File: config.mk
export PLATFORM = sky130hd
export DESIGN_NAME = aes_out_stage
export DESIGN_NICKNAME = d
export VERILOG_FILES = /design/src/rtl/aes_out_pkg.sv /design/src/rtl/aes_out_fifo.sv /design/src/rtl/aes_out_stage.sv
export SDC_FILE = /design/constraint.sdc
export NUM_CORES = 1
export LEC_CHECK = 0
export ABC_AREA = 0
export CAP_MARGIN = 20
export CORE_UTILIZATION = 57
export CTS_CLUSTER_SIZE = 14
export DETAILED_ROUTE_END_ITERATION = 7
export PLACE_DENSITY = 0.92
export SLEW_MARGIN = 30
export SYNTH_ARGS = -nofsm -noshare
export SYNTH_HDL_FRONTEND = slang
export SYNTH_SLANG_ARGS = --single-unit
File: constraint.sdc
create_clock -name clk -period 11.55 [get_ports clk]
set_input_delay 2.31 -clock clk [delete_from_list [all_inputs] [get_ports clk]]
set_output_delay 2.31 -clock clk [all_outputs]
set_load 0.1 [all_outputs]
File: src/rtl/aes_out_pkg.sv
// Shared constants, FSM state and beat-index types for the AES output stage.
package aes_out_pkg;

  localparam int unsigned BLK_W  = 128;
  localparam int unsigned WORD_W = 32;
  localparam int unsigned BEATS  = 4;

  typedef enum logic {
    ST_IDLE = 1'b0,
    ST_SEND = 1'b1
  } state_t;

  typedef logic [1:0] beat_t;

  // Even parity per byte: bit i covers w[8i+7:8i].
  function automatic logic [3:0] byte_parity(input logic [31:0] w);
    logic [3:0] p;
    p = '0;
    for (int i = 0; i < 4; i++) begin
      p[i] = ^w[8*i +: 8];
    end
    return p;
  endfunction

endpackage

File: src/rtl/aes_out_fifo.sv
// DEPTH x 128-bit block buffer; a push on a full buffer is accepted when the
// head pops in the same cycle.
module aes_out_fifo
  import aes_out_pkg::*;
#(
  parameter int unsigned DEPTH = 2
) (
  input  logic             clk,
  input  logic             rst,
  input  logic             i_push_req,
  input  logic [BLK_W-1:0] i_data,
  input  logic             i_pop,
  output logic             o_ready,
  output logic [BLK_W-1:0] o_head,
  output logic             o_empty,
  output logic             o_empty_nxt
);

  localparam int unsigned PTR_W = (DEPTH > 1) ? $clog2(DEPTH) : 1;
  localparam int unsigned CNT_W = $clog2(DEPTH + 1);

  logic [BLK_W-1:0] r_mem [DEPTH];
  logic [PTR_W-1:0] r_wr_ptr;
  logic [PTR_W-1:0] r_rd_ptr;
  logic [CNT_W-1:0] r_count;
  logic [CNT_W-1:0] w_count_nxt;
  logic             w_push;

  function automatic logic [PTR_W-1:0] ptr_inc(input logic [PTR_W-1:0] p);
    return (p == PTR_W'(DEPTH - 1)) ? '0 : p + PTR_W'(1);
  endfunction

  assign o_ready     = (r_count < CNT_W'(DEPTH)) || i_pop;
  assign w_push      = i_push_req && o_ready;
  assign o_head      = r_mem[r_rd_ptr];
  assign o_empty     = (r_count == '0);
  assign o_empty_nxt = (w_count_nxt == '0);

  always_comb begin
    w_count_nxt = r_count;
    case ({w_push, i_pop})
      2'b10:   w_count_nxt = r_count + CNT_W'(1);
      2'b01:   w_count_nxt = r_count - CNT_W'(1);
      default: w_count_nxt = r_count;
    endcase
  end

  always_ff @(posedge clk or posedge rst) begin
    if (rst) begin
      r_count  <= '0;
      r_wr_ptr <= '0;
      r_rd_ptr <= '0;
    end else begin
      r_count <= w_count_nxt;
      if (w_push) r_wr_ptr <= ptr_inc(r_wr_ptr);
      if (i_pop)  r_rd_ptr <= ptr_inc(r_rd_ptr);
    end
  end

  // Storage needs no reset: reads are only observed while the stage is valid.
  always_ff @(posedge clk) begin
    if (w_push) r_mem[r_wr_ptr] <= i_data;
  end

endmodule

File: src/rtl/aes_out_stage.sv
// Buffers 128-bit cipher results and serializes them MSB-first as 32-bit beats.
// Optional per-byte parity output enabled by macro AES_OUT_PARITY_EN.
module aes_out_stage #(
  parameter int unsigned DEPTH  = 2,
  parameter int unsigned WORD_W = 32
) (
  input  logic                clk,
  input  logic                rst,
  input  logic                in_valid,
  input  logic [4*WORD_W-1:0] in_data,
  output logic                in_ready,
  output logic                out_valid,
  input  logic                out_ready,
  output logic [WORD_W-1:0]   out_data,
  output logic [1:0]          out_beat,
  output logic                out_last,
`ifdef AES_OUT_PARITY_EN
  output logic [3:0]          out_par,
`endif
  output logic                overflow,
  output logic                busy
);

  import aes_out_pkg::*;

  state_t           r_state;
  state_t           w_state_nxt;
  beat_t            r_beat;
  logic             r_overflow;
  logic             w_hs;
  logic             w_pop;
  logic             w_empty;
  logic             w_empty_nxt;
  logic [BLK_W-1:0] w_head;

  aes_out_fifo #(.DEPTH(DEPTH)) u_fifo (
    .clk         (clk),
    .rst         (rst),
    .i_push_req  (in_valid),
    .i_data      (in_data),
    .i_pop       (w_pop),
    .o_ready     (in_ready),
    .o_head      (w_head),
    .o_empty     (w_empty),
    .o_empty_nxt (w_empty_nxt)
  );

  assign w_hs  = out_valid && out_ready;
  assign w_pop = w_hs && out_last;

  always_ff @(posedge clk or posedge rst) begin
    if (rst) r_state <= ST_IDLE;
    else     r_state <= w_state_nxt;
  end

  // Entering SEND on the push edge gives beat0 the cycle after a push.
  always_comb begin
    w_state_nxt = r_state;
    case (r_state)
      ST_IDLE: if (!w_empty_nxt)          w_state_nxt = ST_SEND;
      ST_SEND: if (w_pop && w_empty_nxt)  w_state_nxt = ST_IDLE;
      default:                            w_state_nxt = ST_IDLE;
    endcase
  end

  always_comb begin
    out_valid = (r_state == ST_SEND);
    out_beat  = 2'd0;
    out_last  = 1'b0;
    out_data  = '0;
    if (out_valid) begin
      out_beat = r_beat;
      out_last = (r_beat == beat_t'(BEATS - 1));
      case (r_beat)
        2'd0:    out_data = w_head[127:96];
        2'd1:    out_data = w_head[95:64];
        2'd2:    out_data = w_head[63:32];
        default: out_data = w_head[31:0];
      endcase
    end
  end

  always_ff @(posedge clk or posedge rst) begin
    if (rst) begin
      r_beat     <= '0;
      r_overflow <= 1'b0;
    end else begin
      if (w_hs) r_beat <= r_beat + beat_t'(1);
      if (in_valid && !in_ready) r_overflow <= 1'b1;
    end
  end

  assign overflow = r_overflow;
  assign busy     = !w_empty || (r_state == ST_SEND);

`ifdef AES_OUT_PARITY_EN
  assign out_par = byte_parity(out_data);
`endif

endmodule

==> Yosys cells after proc, flatten, opt, wreduce, memory -nomap -nowiden <==
Memories as Yosys holds them, arrays and structs flattened.
Cells that the tools add are included.
{ "op_classes": {"n_lt_le_gt_ge": 1, "bitwise_logic": 1, "reduce_logical": 12, "mux": 12, "eq_ne": 5, "n_addsub": 5} }
{ "op_table": {"columns": ["cell", "n"], "rows": [
  ["$pmux 32 s3", 1],
  ["$mux 32", 1],
  ["$mux 1", 7],
  ["$eq 2x2->1 const B", 3],
  ["$logic_not 2->1", 3],
  ["$logic_and 1x1->1", 5],
  ["$add 2x1->2 const B", 2],
  ["$eq 2x1->1 const B", 2],
  ["$pmux 2 s2", 1],
  ["$add 1x1->1 const B", 2],
  ["$logic_not 1->1", 2],
  ["$logic_or 1x1->1", 2],
  ["$lt 2x2->1 const B", 1],
  ["$mux 2", 1],
  ["$pmux 1 s2", 1],
  ["$sub 2x1->2 const B", 1],
  ["$not 1->1", 1]
]} }
{ "totals": {"ram_bits": 256, "mem_count": 1, "wordCells": 43, "output_inout_bits": 39, "inputBits": 132, "reg_bits": 8} }
{ "memory_table": {"columns": ["name", "words", "word_bits", "read_ports", "rd_clocked_by_memory_dff", "write_ports", "line_no", "text"], "rows": [
  ["u_fifo.r_mem", 2, 128, 1, 0, 1, "aes_out_fifo.sv:22", "logic [BLK_W-1:0] r_mem [DEPTH];"]
]} }

==> Longest topological paths before layout <==
Gate-level depths: netlist of run 1.
{ "depth": {"word_depth": 11, "mapped_depth": 8} }

==> Cells and area by module <==
A second synthesis of run 1 with hierarchy kept.
{ "hier_totals": {"cells_unflattened": 590, "hier_area_um2": 10885.4} }
{ "by_module_without_submodules": {"columns": ["mod", "cells_per_inst", "seq_area_each_um2", "n_inst", "area_each_um2"], "rows": [
  ["aes_out_fifo", 418, 7787.5, 1, 9489.1],
  ["aes_out_stage", 172, 100.1, 1, 1396.3]
]} }

==> Worst setup path before layout of run 1 <==
No wires, ideal clock.
{ "synth_timing": {"path_kind": "input port to flip-flop", "startpoint": "in out_ready", "endpoint": "mem u_fifo.r_mem[0][0] (enable)", "path_stages": 4, "setup_slack_ps": 2927, "t_arrival_ps": 8007, "cell_sequence": "nand3_1 > inv_1 > o21ai_2 > nor2_1"} }
{ "synth_via": {"elab_chain_cells": 6} }
{ "synth_lines": {"columns": ["item", "line_no", "text"], "rows": [
  ["from (decl)", "aes_out_stage.sv:13", "input logic out_ready,"],
  ["$logic_and 1x1->1", "aes_out_stage.sv:48", "assign w_hs = out_valid && out_ready;"],
  ["$logic_and 1x1->1", "aes_out_stage.sv:49", "assign w_pop = w_hs && out_last;"],
  ["net u_fifo.i_pop", "aes_out_fifo.sv:12", "input logic i_pop,"],
  ["$logic_or 1x1->1", "aes_out_fifo.sv:33", "assign o_ready = (r_count < CNT_W'(DEPTH)) || i_pop;"],
  ["$logic_and 1x1->1", "aes_out_fifo.sv:34", "assign w_push = i_push_req && o_ready;"],
  ["$mux 1", "aes_out_fifo.sv:62", "if (w_push) r_mem[r_wr_ptr] <= i_data;"],
  ["$mux 1 (implied by the code)", "aes_out_fifo.sv:62", null],
  ["to (decl)", "aes_out_fifo.sv:22", null]
]} }
The timed path passes the listed nets, and every way through them passes these cells.

==> Worst setup path after layout of run 1 <==
{ "layout_timing": {"startpoint": "in out_ready", "endpoint": "out in_ready"} }
{ "layout_via": {"elab_chain_cells": 3} }
{ "layout_lines": {"columns": ["item", "line_no", "text"], "rows": [
  ["$logic_and 1x1->1", "aes_out_stage.sv:48", null],
  ["$logic_and 1x1->1", "aes_out_stage.sv:49", null],
  ["$logic_or 1x1->1", "aes_out_fifo.sv:33", null],
  ["to (decl)", "aes_out_stage.sv:11", "output logic in_ready,"]
]} }
No other way between the ends.

==> flow_summary.toml, run 1 <==
[logic_synthesis]
yosysMostFrequentCell = "edfxtp_1"
synth_edf_count = 256
yosys_most_used_dff = "edfxtp_1"
netlist_area_um2 = 10100
synth_seq_cells = 264
synthesis.instances = 597
synth_top_area_share_pct = 76.1
synth_area_leader_cell = "edfxtp_1"
syn_area_per_cell_um2 = 16.9
ys_top_cells_by_count = "256 x edfxtp_1, 67 x nand2_1, 64 x a22oi_1"
syn_nets = 735
yosys_warnings = 0
synth_area_leaders = "edfxtp_1 76%, a22oi_1 4.8%, mux2i_1 3.2%"
async_flop_share_pct = 3.03
ys_seq_area_share_pct = 78.1
synth.distinct_cells = 26

[grt]
track_usage_pct = 25.1
grt_overflow = 0
grt_pass1_vias = 6373
grt_start_max_net_pins = 68
antenna_found_initial = 0
grt_pass1_wl_um = 34200

[clocking]
clk_path_buf_depth = 3
clock_sinks = 264
post_cts_buffers = 0
clockRootBuffer = "clkbuf_16"
clk_latency_ps = 510
path_clk_slew_ps = 60
cts_tree = "done"
cts_resized = 0
cts_buffers = 26
htreeDepth = 1
hold_buffers = 0

[sta]
finClkSkew_ps = 9.03
fin_crit_ps = 6650
relSlewSlack_pct = 31.5
rsz0062_at_grt = "false"
tns_ps = 0
fin_crit_sh_pct = 57.6
setup_viol = 0
finalHoldViolCount = 0
slew_violations = 0
worst_pin_slew_ps = 1020
timing.fmax_ghz = 0.150

[detailed_routing]
top_layer_used = "met4"
dr_total_vias = 6086
detail_route.wl_per_cell_um = 22.9
drt-initial-drc-count = 466
vias_per_cell = 6.04
met2WireLength_um = 12300
routed_wl_um = 23100
drc_errors = 0
ant_nets = 0
met1Wirelength_um = 8570
drtPass1Iterations = 5
routed-wl-met3_um = 1630

[critical_path]
worstPathArrival_ps = 4340
worstRegToRegCells = 6
r2r-end = "u_fifo.r_mem[0][16]$_DFFE_PP_"
worst-path-max-fanout = 5
crit_path_start_kind = "input port"
cp-end-kind = "output pin"
cp.required_ps = 9240
crit_type = "input port to output pin"
r2r_slack_ps = 8050
crit-reg2reg-launch = "out_valid$_DFF_PP0_"

[layout]
seq_area_um2 = 7890
fin_nets = 903
fillCellCount = 1011
area_delta_synth_final_pct = 26.5
multi_input_area_um2 = 1980
drive_gt1_share_pct = 7.29
n_antenna_cell = 0

[floorplanning]
start_util_pct = 58.4
rows = 48
num_io_pins = 171
core_area_um2 = 17300
fp.dieH_um = 135
die-area_um2 = 18200
die_w_um = 135

[worst_hold_path]
hold_depth = 1
min_from = "overflow$_DFFE_PP0P_"
hp-class = "register to register"
holdPathEnd = "overflow$_DFFE_PP0P_"

[placed_design]
dp_hpwl_um = 13700
globalplace.congestion = 0.793
numPortBuffers = 170

[run_status]
outcome = "completed"

[flow_run]
drv_cap = 0
[area by class of cell]
cell class	count	share of cell area, %
well taps	225	2.20
multi-input cells	288	15.5
clock buffers	32	5.44
inverters	5	0.147
flip-flops and latches	264	61.8
clock inverters	13	0.735
repair buffers	180	14.2
[cells in the final DEF, fill, tap and decap left out, drive strengths merged, types with 2 or more instances in the layout]
| master | synthesis | final |
|---|---|---|
| nor2 | 3 | 3 |
| buf | 33 | 11 |
| nand2 | 67 | 67 |
| and2 | 3 | 3 |
| and3 | 33 | 33 |
| inv | 5 | 5 |
| mux2i | 32 | 32 |
| clkbuf | 7 | 32 |
| a32oi | 32 | 32 |
| nand3 | 33 | 33 |
| edfxtp | 256 | 256 |
| o21ai | 2 | 2 |
| nor3b | 2 | 2 |
| dfrtp | 8 | 8 |
| xnor2 | 7 | 7 |
| a22oi | 64 | 64 |
| clkinv | 0 | 12 |
| ha | 6 | 6 |
| clkdlybuf4s50 | 0 | 169 |
[how the worst max path moves through the flow]
| stage | slack [ps] | cells after the start | to | start |
|---|---|---|---|---|
| 6_report | 4900 | 4 | in_ready | out_ready |
| 2_1_floorplan | 2930 | 4 | u_fifo.r_mem[0][0]$_DFFE_PP_ | out_ready |
| 3_5_place_dp | 4910 | 4 | in_ready | out_ready |
| 4_1_cts | 4910 | 4 | in_ready | out_ready |
| 3_3_place_gp | 4980 | 4 | in_ready | out_ready |
| 5_1_grt | 4820 | 4 | in_ready | out_ready |
[worst max-delay path, cell delays in order]
cell and delay [ps]:
clkdlybuf4s50_1 480, nand3_1 180, nand2_1 190, clkdlybuf4s50_1 1170
[per-stage QoR]
| stage | util [%] | hold WS, ps | setup slack, ps | cell area, µm² | std cells |
|---|---|---|---|---|---|
| after floorplan | - | 460 | 2930 | 10100 | 597 |
| after global placement | 68.9 | 456 | 4980 | 11900 | 960 |
| after detailed placement | 69.2 | 483 | 4910 | 12000 | 962 |
| after CTS | 73.8 | 501 | 4910 | 12800 | 1007 |
| after global routing | 73.8 | 520 | 4820 | 12800 | 1007 |
| final | 73.8 | 504 | 4900 | 12800 | 1007 |
[per-layer routing]
metal / vias up / track usage [%]
met4: 0 / 8.68
met1: 3019 / 31.3
li1: 2719 / -
met2: 306 / 44.9
met5: - / 0
met3: 42 / 3.64
[flip-flops by register name (all words and copies together) (netlist names)]
signal,flops
u_fifo.r_count,2
overflow,1
u_fifo.r_rd_ptr,1
r_beat,2
u_fifo.r_wr_ptr,1
out_valid,1
u_fifo.r_mem,256
[cell families (layout without fill, tap and decap cells)]
kind of cell | count (synthesis) | after routing | synth area share (%)
muxes | 33 | 33 | 3.28
DFF | 264 | 264 | 78.1
xor gates and xnor gates | 7 | 7 | 0.607
and+or+nand+nor | 143 | 143 | 6.89
AOI/OAI and AO/OA | 99 | 99 | 7.76
buffers and inverters | 45 | 230 | 2.59
adders and majority gates | 6 | 6 | 0.744
Power of run 1 is left out: the tool's default activity adds up to more than one toggle a clock period on the data nets, which glitch-free logic cannot reach.
==> run 2: changes to the inputs <==
- CORE_UTILIZATION: 57 -> 53
- PLACE_DENSITY: 0.92 -> 0.87
- clock period: 11.55 -> 6.3 ns (I/O delays scaled with it)
==> flow_summary.toml, run 2 (synthesis results as in run 1) <==
[worst_hold_path]
hp-class = "register to register"
min_from = "overflow$_DFFE_PP0P_"
hold_depth = 1

[sta]
finClkSkew_ps = 8.64
worst_pin_slew_ps = 1060
fin_crit_ps = 5320
setup_viol = 0
relSlewSlack_pct = 29.5
finalHoldViolCount = 0
fin_crit_sh_pct = 84.4
timing.fmax_ghz = 0.188
tns_ps = 0
rsz0062_at_grt = "false"
slew_violations = 0

[detailed_routing]
detail_route.wl_per_cell_um = 21.8
drtPass1Iterations = 5
dr_total_vias = 6117
drt-initial-drc-count = 491
drc_errors = 0
vias_per_cell = 6.00
ant_nets = 0
routed_wl_um = 22300

[critical_path]
crit_start = "r_beat[0]$_DFFE_PP0P_"
cp-end-kind = "output pin"
worstPathArrival_ps = 4060
cp.required_ps = 5040
crit_type = "register to output pin"
worst-path-max-fanout = 34
worstRegToRegCells = 6
crit_path_start_kind = "register"
crit-reg2reg-launch = "out_valid$_DFF_PP0_"

[floorplanning]
core_area_um2 = 18700
rows = 50
die_w_um = 140
num_io_pins = 171
fp.dieH_um = 140
start_util_pct = 54.0
die-area_um2 = 19600

[layout]
largestRegisters = "u_fifo.r_mem x256, r_beat x2, u_fifo.r_count x2"
fillCellCount = 1227
area_delta_synth_final_pct = 26.9
fin_nets = 904
final_cell_mix = "256 x edfxtp_1, 169 x clkdlybuf4s50_1, 67 x nand2_1"
top_register = "u_fifo.r_mem"
final_common_cell = "edfxtp_1"
largest_reg_flops = 256
drive_gt1_share_pct = 7.14

[grt]
antenna_found_initial = 1
grt_pass1_wl_um = 33400
grt_start_max_net_pins = 129
track_usage_pct = 22.3
grt_overflow = 0
grt_pass1_vias = 6215

[clocking]
htreeDepth = 1
clock_sinks = 264
clk_latency_ps = 510
clk_path_buf_depth = 3
cts_buffers = 26
post_cts_buffers = 0
path_clk_slew_ps = 60
hold_buffers = 0
cts_resized = 0
clockRootBuffer = "clkbuf_16"
cts_tree = "done"

[placed_design]
globalplace.congestion = 0.821
dp_hpwl_um = 13000
numPortBuffers = 170

[flow_run]
drv_cap = 0

[run_status]
outcome = "completed"
[run 2: changes by cell type in the layout (fill, tap and decap cells not counted), sizes merged]
cell    before  now
clkbuf      32   36
clkinv      12    9
buf         11   12
diode        0    1
[run 2: critical path, stage by stage (launching register included)]
cell and delay [ps]:
dfrtp_1 490, ha_2 930, nor2_4 260, buf_16 270, a32oi_1 190, and3_1 220
clkdlybuf4s50_1 1150
[run 2: cell type report]
cell class | instances | area [µm²] | share of cell area (%)
well taps | 234 | 293 | 2.28
flip-flops and latches | 264 | 7890 | 61.6
clock buffers | 36 | 709 | 5.54
repair buffers | 181 | 1840 | 14.4
clock inverters | 10 | 68.8 | 0.537
diodes | 1 | 2.50 | 0.0195
multi-input cells | 288 | 1990 | 15.5
inverters | 5 | 18.8 | 0.146
[run 2: per-stage QoR]
step	hold WS (ps)	area (µm²)	cells	setup slack, ps	util, %
after floorplan	479	10100	597	516	-
after global placement	461	11900	969	1580	63.9
after detailed placement	476	12000	969	1540	63.9
after CTS	490	12700	1015	990	68.1
after global routing	516	12800	1018	784	68.5
final	481	12800	1019	983	68.5
[run 2: per-layer routing]
layer | GRT usage [%] | vias up | wire length, µm
li1 | - | 2710 | -
met1 | 28.9 | 3057 | 8720
met2 | 38.2 | 318 | 11300
met3 | 4.34 | 32 | 1860
met4 | 7.06 | 0 | 422
met5 | 0 | - | 0
[run 2: path summary, 6_finish.rpt]
kind / slack [ps] / end
max in group asynchronous: 5050 / u_fifo.r_rd_ptr$_DFFE_PP0P_
min in group asynchronous: 1000 / overflow$_DFFE_PP0P_
worst min register to register: 480 / overflow$_DFFE_PP0P_
worst max-delay path: 980 / out_data[15]
worst min-delay path: 480 / overflow$_DFFE_PP0P_
worst max register to register: 3530 / u_fifo.r_mem[1][0]$_DFFE_PP_
Power of run 2 is left out for the same reason.
==> run 3: changes to the inputs <==
- clock period: 6.3 -> 5.5 ns (I/O delays scaled with it)
==> flow_summary.toml, run 3 (synthesis results as in run 1) <==
[run_status]
outcome = "completed"

[floorplanning]
fp.dieH_um = 140
rows = 50
die_w_um = 140
num_io_pins = 171
die-area_um2 = 19600
start_util_pct = 54.0
core_area_um2 = 18700

[clocking]
cts_tree = "done"
clk_latency_ps = 520
cts_buffers = 27
path_clk_slew_ps = 60
hold_buffers = 0
clk_path_buf_depth = 3
htreeDepth = 1
clockRootBuffer = "clkbuf_16"
cts_resized = 0
clock_sinks = 264
post_cts_buffers = 0

[sta]
slew_violations = 0
fin_crit_sh_pct = 81.9
fin_crit_ps = 4510
finalHoldViolCount = 0
rsz0062_at_grt = "false"
tns_ps = 0
timing.fmax_ghz = 0.222
worst_pin_slew_ps = 979
setup_viol = 0
finClkSkew_ps = 9.97
relSlewSlack_pct = 34.5

[critical_path]
crit_type = "register to output pin"
crit_path_start_kind = "register"
worst-path-max-fanout = 41
worstPathArrival_ps = 3410
cp.required_ps = 4400
crit_end = "out_data[21]"
worstRegToRegCells = 4
crit-reg2reg-launch = "out_valid$_DFF_PP0_"
crit_start = "r_beat[0]$_DFFE_PP0P_"
r2r_slack_ps = 2400
cp-end-kind = "output pin"
r2r-end = "u_fifo.r_mem[1][0]$_DFFE_PP_"

[layout]
final_cell_mix = "256 x edfxtp_1, 138 x clkdlybuf4s50_1, 67 x nand2_1"
fin_nets = 904
largest_reg_flops = 256
drive_gt1_share_pct = 12.3
final_cells = 1021
n_antenna_cell = 0
top_register = "u_fifo.r_mem"
final_common_cell = "edfxtp_1"
area_delta_synth_final_pct = 26.9
largestRegisters = "u_fifo.r_mem x256, r_beat x2, u_fifo.r_count x2"

[grt]
grt_pass1_vias = 6239
antenna_found_initial = 0
grt_start_max_net_pins = 68
track_usage_pct = 23.0
grt_pass1_wl_um = 34300
grt_overflow = 0

[worst_hold_path]
hp-class = "register to register"

[detailed_routing]
dr_total_vias = 6068
ant_nets = 0
drt-initial-drc-count = 458
drtPass1Iterations = 5
vias_per_cell = 5.94
drc_errors = 0
detail_route.wl_per_cell_um = 22.5
routed_wl_um = 23000

[placed_design]
globalplace.congestion = 0.806
numPortBuffers = 170
dp_cells = 971
dp_hpwl_um = 13700

[flow_run]
drv_cap = 0
run 3: cell types whose count changed in the layout (fill, tap and decap cells not counted), sizes merged:
cell           previous run  this run
diode                     1         0
buf                      12        42
inv                       5         6
clkbuf                   36        32
clkinv                    9        13
bufinv                    1         3
clkdlybuf4s50           169       138
clkinvlp                  0         1
run 3: worst max-delay path, cell delays in order (launching register included):
cell and delay (ps):
dfrtp_1 500, inv_1 180, ha_2 830, buf_4 450
a22oi_1 120, a32oi_1 250, and3_1 220, buf_4 300
run 3: layer usage:
layer	vias to the layer above	share of wire [%]	GRT usage, %
li1	2710	-	-
met1	3053	41	30.7
met2	274	51	39.6
met3	31	7.3	4.10
met4	0	1.3	5.15
met5	-	0	0
run 3: area by class of cell:
| class | instances | area, µm² |
|---|---|---|
| Sequential cell | 264 | 7890 |
| Clock buffer | 32 | 694 |
| Clock inverter | 18 | 169 |
| Fill cell | 1192 | 5890 |
| Tap cell | 234 | 293 |
| Multi-Input combinational cell | 288 | 2000 |
| Timing Repair Buffer | 180 | 1750 |
| Inverter | 5 | 18.8 |
run 3: worst min-delay path by stage:
stage                                 from                     endpoint  slack [ps]  cells after the start
5_1_grt               overflow$_DFFE_PP0P_         overflow$_DFFE_PP0P_         500                      1
3_5_place_dp          overflow$_DFFE_PP0P_         overflow$_DFFE_PP0P_         460                      1
4_1_cts               overflow$_DFFE_PP0P_         overflow$_DFFE_PP0P_         480                      1
2_1_floorplan  u_fifo.r_wr_ptr$_DFFE_PP0P_  u_fifo.r_wr_ptr$_DFFE_PP0P_         480                      1
3_3_place_gp          overflow$_DFFE_PP0P_         overflow$_DFFE_PP0P_         480                      1
6_report              overflow$_DFFE_PP0P_         overflow$_DFFE_PP0P_         480                      1
run 3: per-stage QoR:
step,util [%],worst slack [ps],instance area [µm²],hold WS [ps]
after CTS,68.4,1010,12800,477
after global routing,68.5,825,12800,498
after detailed placement,63.8,1260,11900,461
after floorplan,-,254,10100,479
final,68.5,995,12800,483
after global placement,63.4,1270,11900,480
Power of run 3 is left out for the same reason.
==> RTL change 1 (config.mk and constraints of run 3) <==
Register the output `overflow` once more, with the module's reset; this adds one clock of latency there. The other outputs are not delayed to match.
--- a/src/rtl/aes_out_stage.sv
+++ b/src/rtl/aes_out_stage.sv
@@ -92,3 +92,9 @@
 
-  assign overflow = r_overflow;
+  always_ff @(posedge clk or posedge rst) begin
+    if (rst) begin
+      overflow <= '0;
+    end else begin
+      overflow <= r_overflow;
+    end
+  end
   assign busy     = !w_empty || (r_state == ST_SEND);
Function: changed (a bounded check fails within 4 cycles, from zero or initial values and one cycle with rst high).
==> RTL change 1 against run 3 <==
The run now ends with DRC left. Synthesized area grew 0.25%. Worst setup slack lost 0.052 ns. Final area shrank 0.26%. Wire length shrank 0.45%. Critical path depth shrank 1. Utilization shrank 0.18 points. Sequential cell count grew 1. Critical endpoint is now out_data[30].
Power is left out: the tool's default activity adds up to more than one toggle a clock period on the data nets, which glitch-free logic cannot reach.
==> RTL change 1: results (changes against run 3) <==
* DRC at 1 (+1)
* Post-synthesis sequential area ratio at 78.18% (about the same)
* Synth area leaders: edfxtp_1, a22oi_1, mux2i_1
* FF-to-FF path depth at 5 (+1)
* FF-to-FF End: u_fifo.r_mem[1][87]
* Failing checks: DRC
* Final net count at 907 (+0.33%)
* R2R setup slack at 2.31 ns (-0.09 ns)
* Area fraction in compound gates after synthesis at 7.739% (-0.019 points)
* RR Startpoint: out_valid
* Final Hold Slack at 0.3985 ns (-0.08450 ns)
* Min cycle time layout at 4.557 ns (+0.05211 ns)
* Fillers at 1174 (-1.5%)
* Clk buf depth at 3 (unchanged)
* Synth Area in Adders at 0.7417% (-0.0018 points)
* Critical Path Source: r_beat[0]
* Post-DP Area at 0.01190 mm² (-0.29%)
* Worst min-delay path endpoint: overflow
* Worst-path clk slew at 0.07 ns
* Layout cell share with drive strength beyond 1 at 12.04% (-0.28 points)
* First-pass GRT wire length at 34.20 mm (-0.18%)
* DR pass1 iterations at 8 (+3)
* H-tree lvl count at 1 (unchanged)
* Final std cells w/o fill at 1023 (+0.20%)
* Post-Synth XOR/XNOR Area at 0.6058% (-0.0015 points)
* Setup crit end: out_data[30]
* Hold path cells at 0 (-1)
* WL/cell at 22.39 µm (-0.65%)
* Clk_skew at 0.009580 ns (-0.0003942 ns)
* CP max FO at 17 (-59%)
* Net Count, Synth at 736 (+0.14%)
* Status: complete, but fails checks
* Placed cells at 973 (+0.21%)
* Post-Place Worst Slack at 1.302 ns (+0.04593 ns)
* Final Wtd Congestion at 0.7961 (-1.3%)
* IO buf count at 170 (unchanged)
* Cts bufs inserted at 26 (-3.7%)
* Crit path DAT at 3.46 ns (+0.05 ns)
* Multiplexer area fraction after synthesis at 3.276% (-0.0081 points)
* Hold Startpoint: r_overflow
* Largest regs: u_fifo.r_mem: 256 flops, r_beat: 2 flops, u_fifo.r_count: 2 flops
* Pin count of the biggest net entering global routing at 77 (+13%)
* 1st-iter DRT viols at 593 (+29%)
* Share of synthesized registers carrying an async set or reset at 3.396% (+0.37 points)
* Worst slew margin at 33.93% (-0.61 points)
* Total global-route track usage at 23.25% (+0.26 points)
* Via count at 6153 (+1.4%)
* DP HPWL at 14.12 mm (+2.9%)
* Average instance area after synthesis at 16.92 µm² (about the same)
==> RTL change 1: changes by cell type after synthesis, sizes merged <==
cell / delta
dfrtp: +1
==> RTL change 1: worst max-delay path, stage by stage, from the launching register on <==
cell and delay (ns):
dfrtp_1 0.47, ha_2 0.48, nor2_4 0.21, buf_16 0.22
a32oi_1 0.21, and3_1 0.19, clkdlybuf4s50_1 1.14
==> RTL change 1: final cells by class <==
cell class / instances / area [µm²] / area share, %
sequential: 265 / 7914 / 61.93
multi-input combinational: 288 / 1969 / 15.41
timing repair buffer: 183 / 1768 / 13.84
clock buffer: 32 / 693.2 / 5.424
tap: 234 / 292.8 / 2.291
clock inverter: 16 / 122.6 / 0.9596
inverter: 5 / 18.77 / 0.1469
==> RTL change 1: per-layer routing <==
layer	track usage (%)	vias up	wire length [µm]
li1	-	2715	-
met4	7.461	0	509
met5	0	-	0
met3	4.991	43	2341
met1	30.02	3042	8599
met2	39.53	353	11450
==> RTL change 2 (settings of run 3) <==
Without the edit above. `DEPTH` is set to 2 in 2 places; all go to 4.
--- a/src/rtl/aes_out_fifo.sv
+++ b/src/rtl/aes_out_fifo.sv
@@ -5,3 +5,3 @@
 #(
-  parameter int unsigned DEPTH = 2
+  parameter int unsigned DEPTH = 4
 ) (
--- a/src/rtl/aes_out_stage.sv
+++ b/src/rtl/aes_out_stage.sv
@@ -3,3 +3,3 @@
 module aes_out_stage #(
-  parameter int unsigned DEPTH  = 2,
+  parameter int unsigned DEPTH  = 4,
   parameter int unsigned WORD_W = 32
Function: changed (Yosys sat finds a counterexample within 4 cycles, from zero or initial values and one cycle with rst high).
==> RTL change 2 against run 3 <==
Worst setup slack got worse by 0.15 ns. Global-route usage fell by 1.6 points. Sequential cell count rose by 259. Final area rose by 88%. Wire length rose by 80%. Maximum frequency fell by 3.1%. Synthesized area rose by 100%.
==> RTL change 2: results (changes against run 3) <==
* Status: finished clean
* Worst slew margin at 32.95% (-1.6 points)
* Synth top cells by count: edfxtp_1, o21ai_0, mux2i_1
* Mapped Cells at 1060 (+78%)
* Cts bufs inserted at 50 (+85%)
* Distinct cells, synth at 37 (+42%)
* 1st-iter DRT viols at 832 (+82%)
* Post-Place Worst Slack at 1.372 ns (+0.1158 ns)
* Setup crit end: out_data[9]
* Clk_skew at 0.01218 ns (+0.002202 ns)
* Clk buf depth at 3 (unchanged)
* Net Switching at 5.870 mW
* Vias in the first global route at 10910 (+75%)
* FF-to-FF path depth at 11 (+7)
* Synth area leaders: edfxtp_1, mux4_2, mux2i_1
* Placed cells at 1693 (+74%)
* Fillers at 2509 (+110%)
* CP max FO at 22 (-46%)
* Worst skew pair latency at 0.58 ns (+0.06 ns)
* Final std cells w/o fill at 1783 (+75%)
* Crit path DAT at 3.55 ns (+0.14 ns)
* Worst Path Required at 4.40 ns (about the same)
* Net Count, Synth at 1204 (+64%)
* Total global-route track usage at 21.38% (-1.6 points)
* Warnings from Yosys at 0 (unchanged)
* Clock root buffer: clkbuf_16
* Hold Startpoint: overflow
* Worst min-delay path endpoint: overflow
* WL final at 41.48 mm (+80%)
* P_comb at 5.91 mW
* Most used DFF post-synth: edfxtp_1
* Critical Path Source: r_beat[1]
* First-pass GRT wire length at 61.71 mm (+80%)
* Final Hold Slack at 0.4769 ns (-0.006137 ns)
* Final worst path period share at 84.57% (+2.7 points)
* Worst path slowest cell: nor2_4
* Leak pwr at 7.837 nW
* Slowest cell delay on critical path at 0.65 ns (-0.18 ns)
* Hold/Removal Path Class: reg2reg
* Worst-path clk slew at 0.06 ns (about the same)
* Largest regs: u_fifo.r_mem: 512 flops, u_fifo.r_count: 3 flops
* IO buf count at 170 (unchanged)
* EDFF count, synth at 512 (+100%)
* Layout cell share with drive strength beyond 1 at 16.84% (+4.5 points)
* Post-synthesis sequential area ratio at 76.83% (-1.3 points)
* FF-to-FF End: out_valid
* DP HPWL at 23.26 mm (+70%)
* Initial antenna violation count at 4 (+4)
* H-tree lvl count at 2 (+1)
* Final net count at 1378 (+52%)
* Share of synthesized registers carrying an async set or reset at 2.103% (-0.93 points)
* DR vias/cell at 5.906 (-0.62%)
* Final Wtd Congestion at 0.7034 (-13%)
* Reg power frac at 36.7%
* Post-DP Area at 0.02248 mm² (+88%)
* # resized after CTS at 0 (unchanged)
* Power Density at 603.8 mW/mm²
* R2R setup slack at 2.22 ns (-0.18 ns)
* Pin count of the biggest net entering global routing at 129 (+90%)
RTL change 2: cell types whose count changed in the layout (fill, tap and decap cells not counted), sizes merged, moves of 33 or more:
cell / before / now
edfxtp: 256 / 512
nand2: 67 / 8
a22oi: 64 / 31
o21ai: 2 / 96
mux2i: 32 / 95
mux4: 0 / 64
RTL change 2: cell type report:
| cell class | instances | area (µm²) | area share, % |
|---|---|---|---|
| flip-flops and latches | 523 | 15660 | 65.12 |
| multi-input cells | 463 | 4335 | 18.03 |
| repair buffers | 185 | 1809 | 7.524 |
| clock buffers | 64 | 1368 | 5.687 |
| well taps | 511 | 639.4 | 2.659 |
| clock inverters | 25 | 192.7 | 0.8013 |
| inverters | 11 | 41.29 | 0.1717 |
| diodes | 1 | 2.502 | 0.01041 |
RTL change 2: per-layer routing:
layer / vias to the layer above / GRT usage (%) / share of wire, %
li1: 4654 / - / -
met1: 5319 / 26.89 / 39
met2: 469 / 36.67 / 50
met3: 83 / 4.940 / 7.9
met4: 6 / 7.149 / 2.4
met5: - / 0 / 0.099
RTL change 2: kinds of logic (layout without fill, tap and decap cells):
group | Yosys count | in the layout | share of synthesized area [%]
xor gates and xnor gates | 4 | 4 | 0.1720
buffers and inverters | 74 | 285 | 2.064
other | 0 | 1 | 0
AOI/OAI and AO/OA | 196 | 196 | 6.197
muxes | 163 | 163 | 11.96
adders and majority gates | 12 | 12 | 0.7739
DFF | 523 | 523 | 76.83
and+or+nand+nor | 88 | 88 | 2.002
RTL change 2: worst max-delay path, delay by kind of cell, from the launching register on:
| kind | cells | cell delay [ns] |
|---|---|---|
| and+or+nand+nor | 2 | 0.84 |
| buffers and inverters | 3 | 0.82 |
| adders and majority gates | 1 | 0.59 |
| DFF | 1 | 0.44 |
| AOI/OAI and AO/OA | 2 | 0.27 |
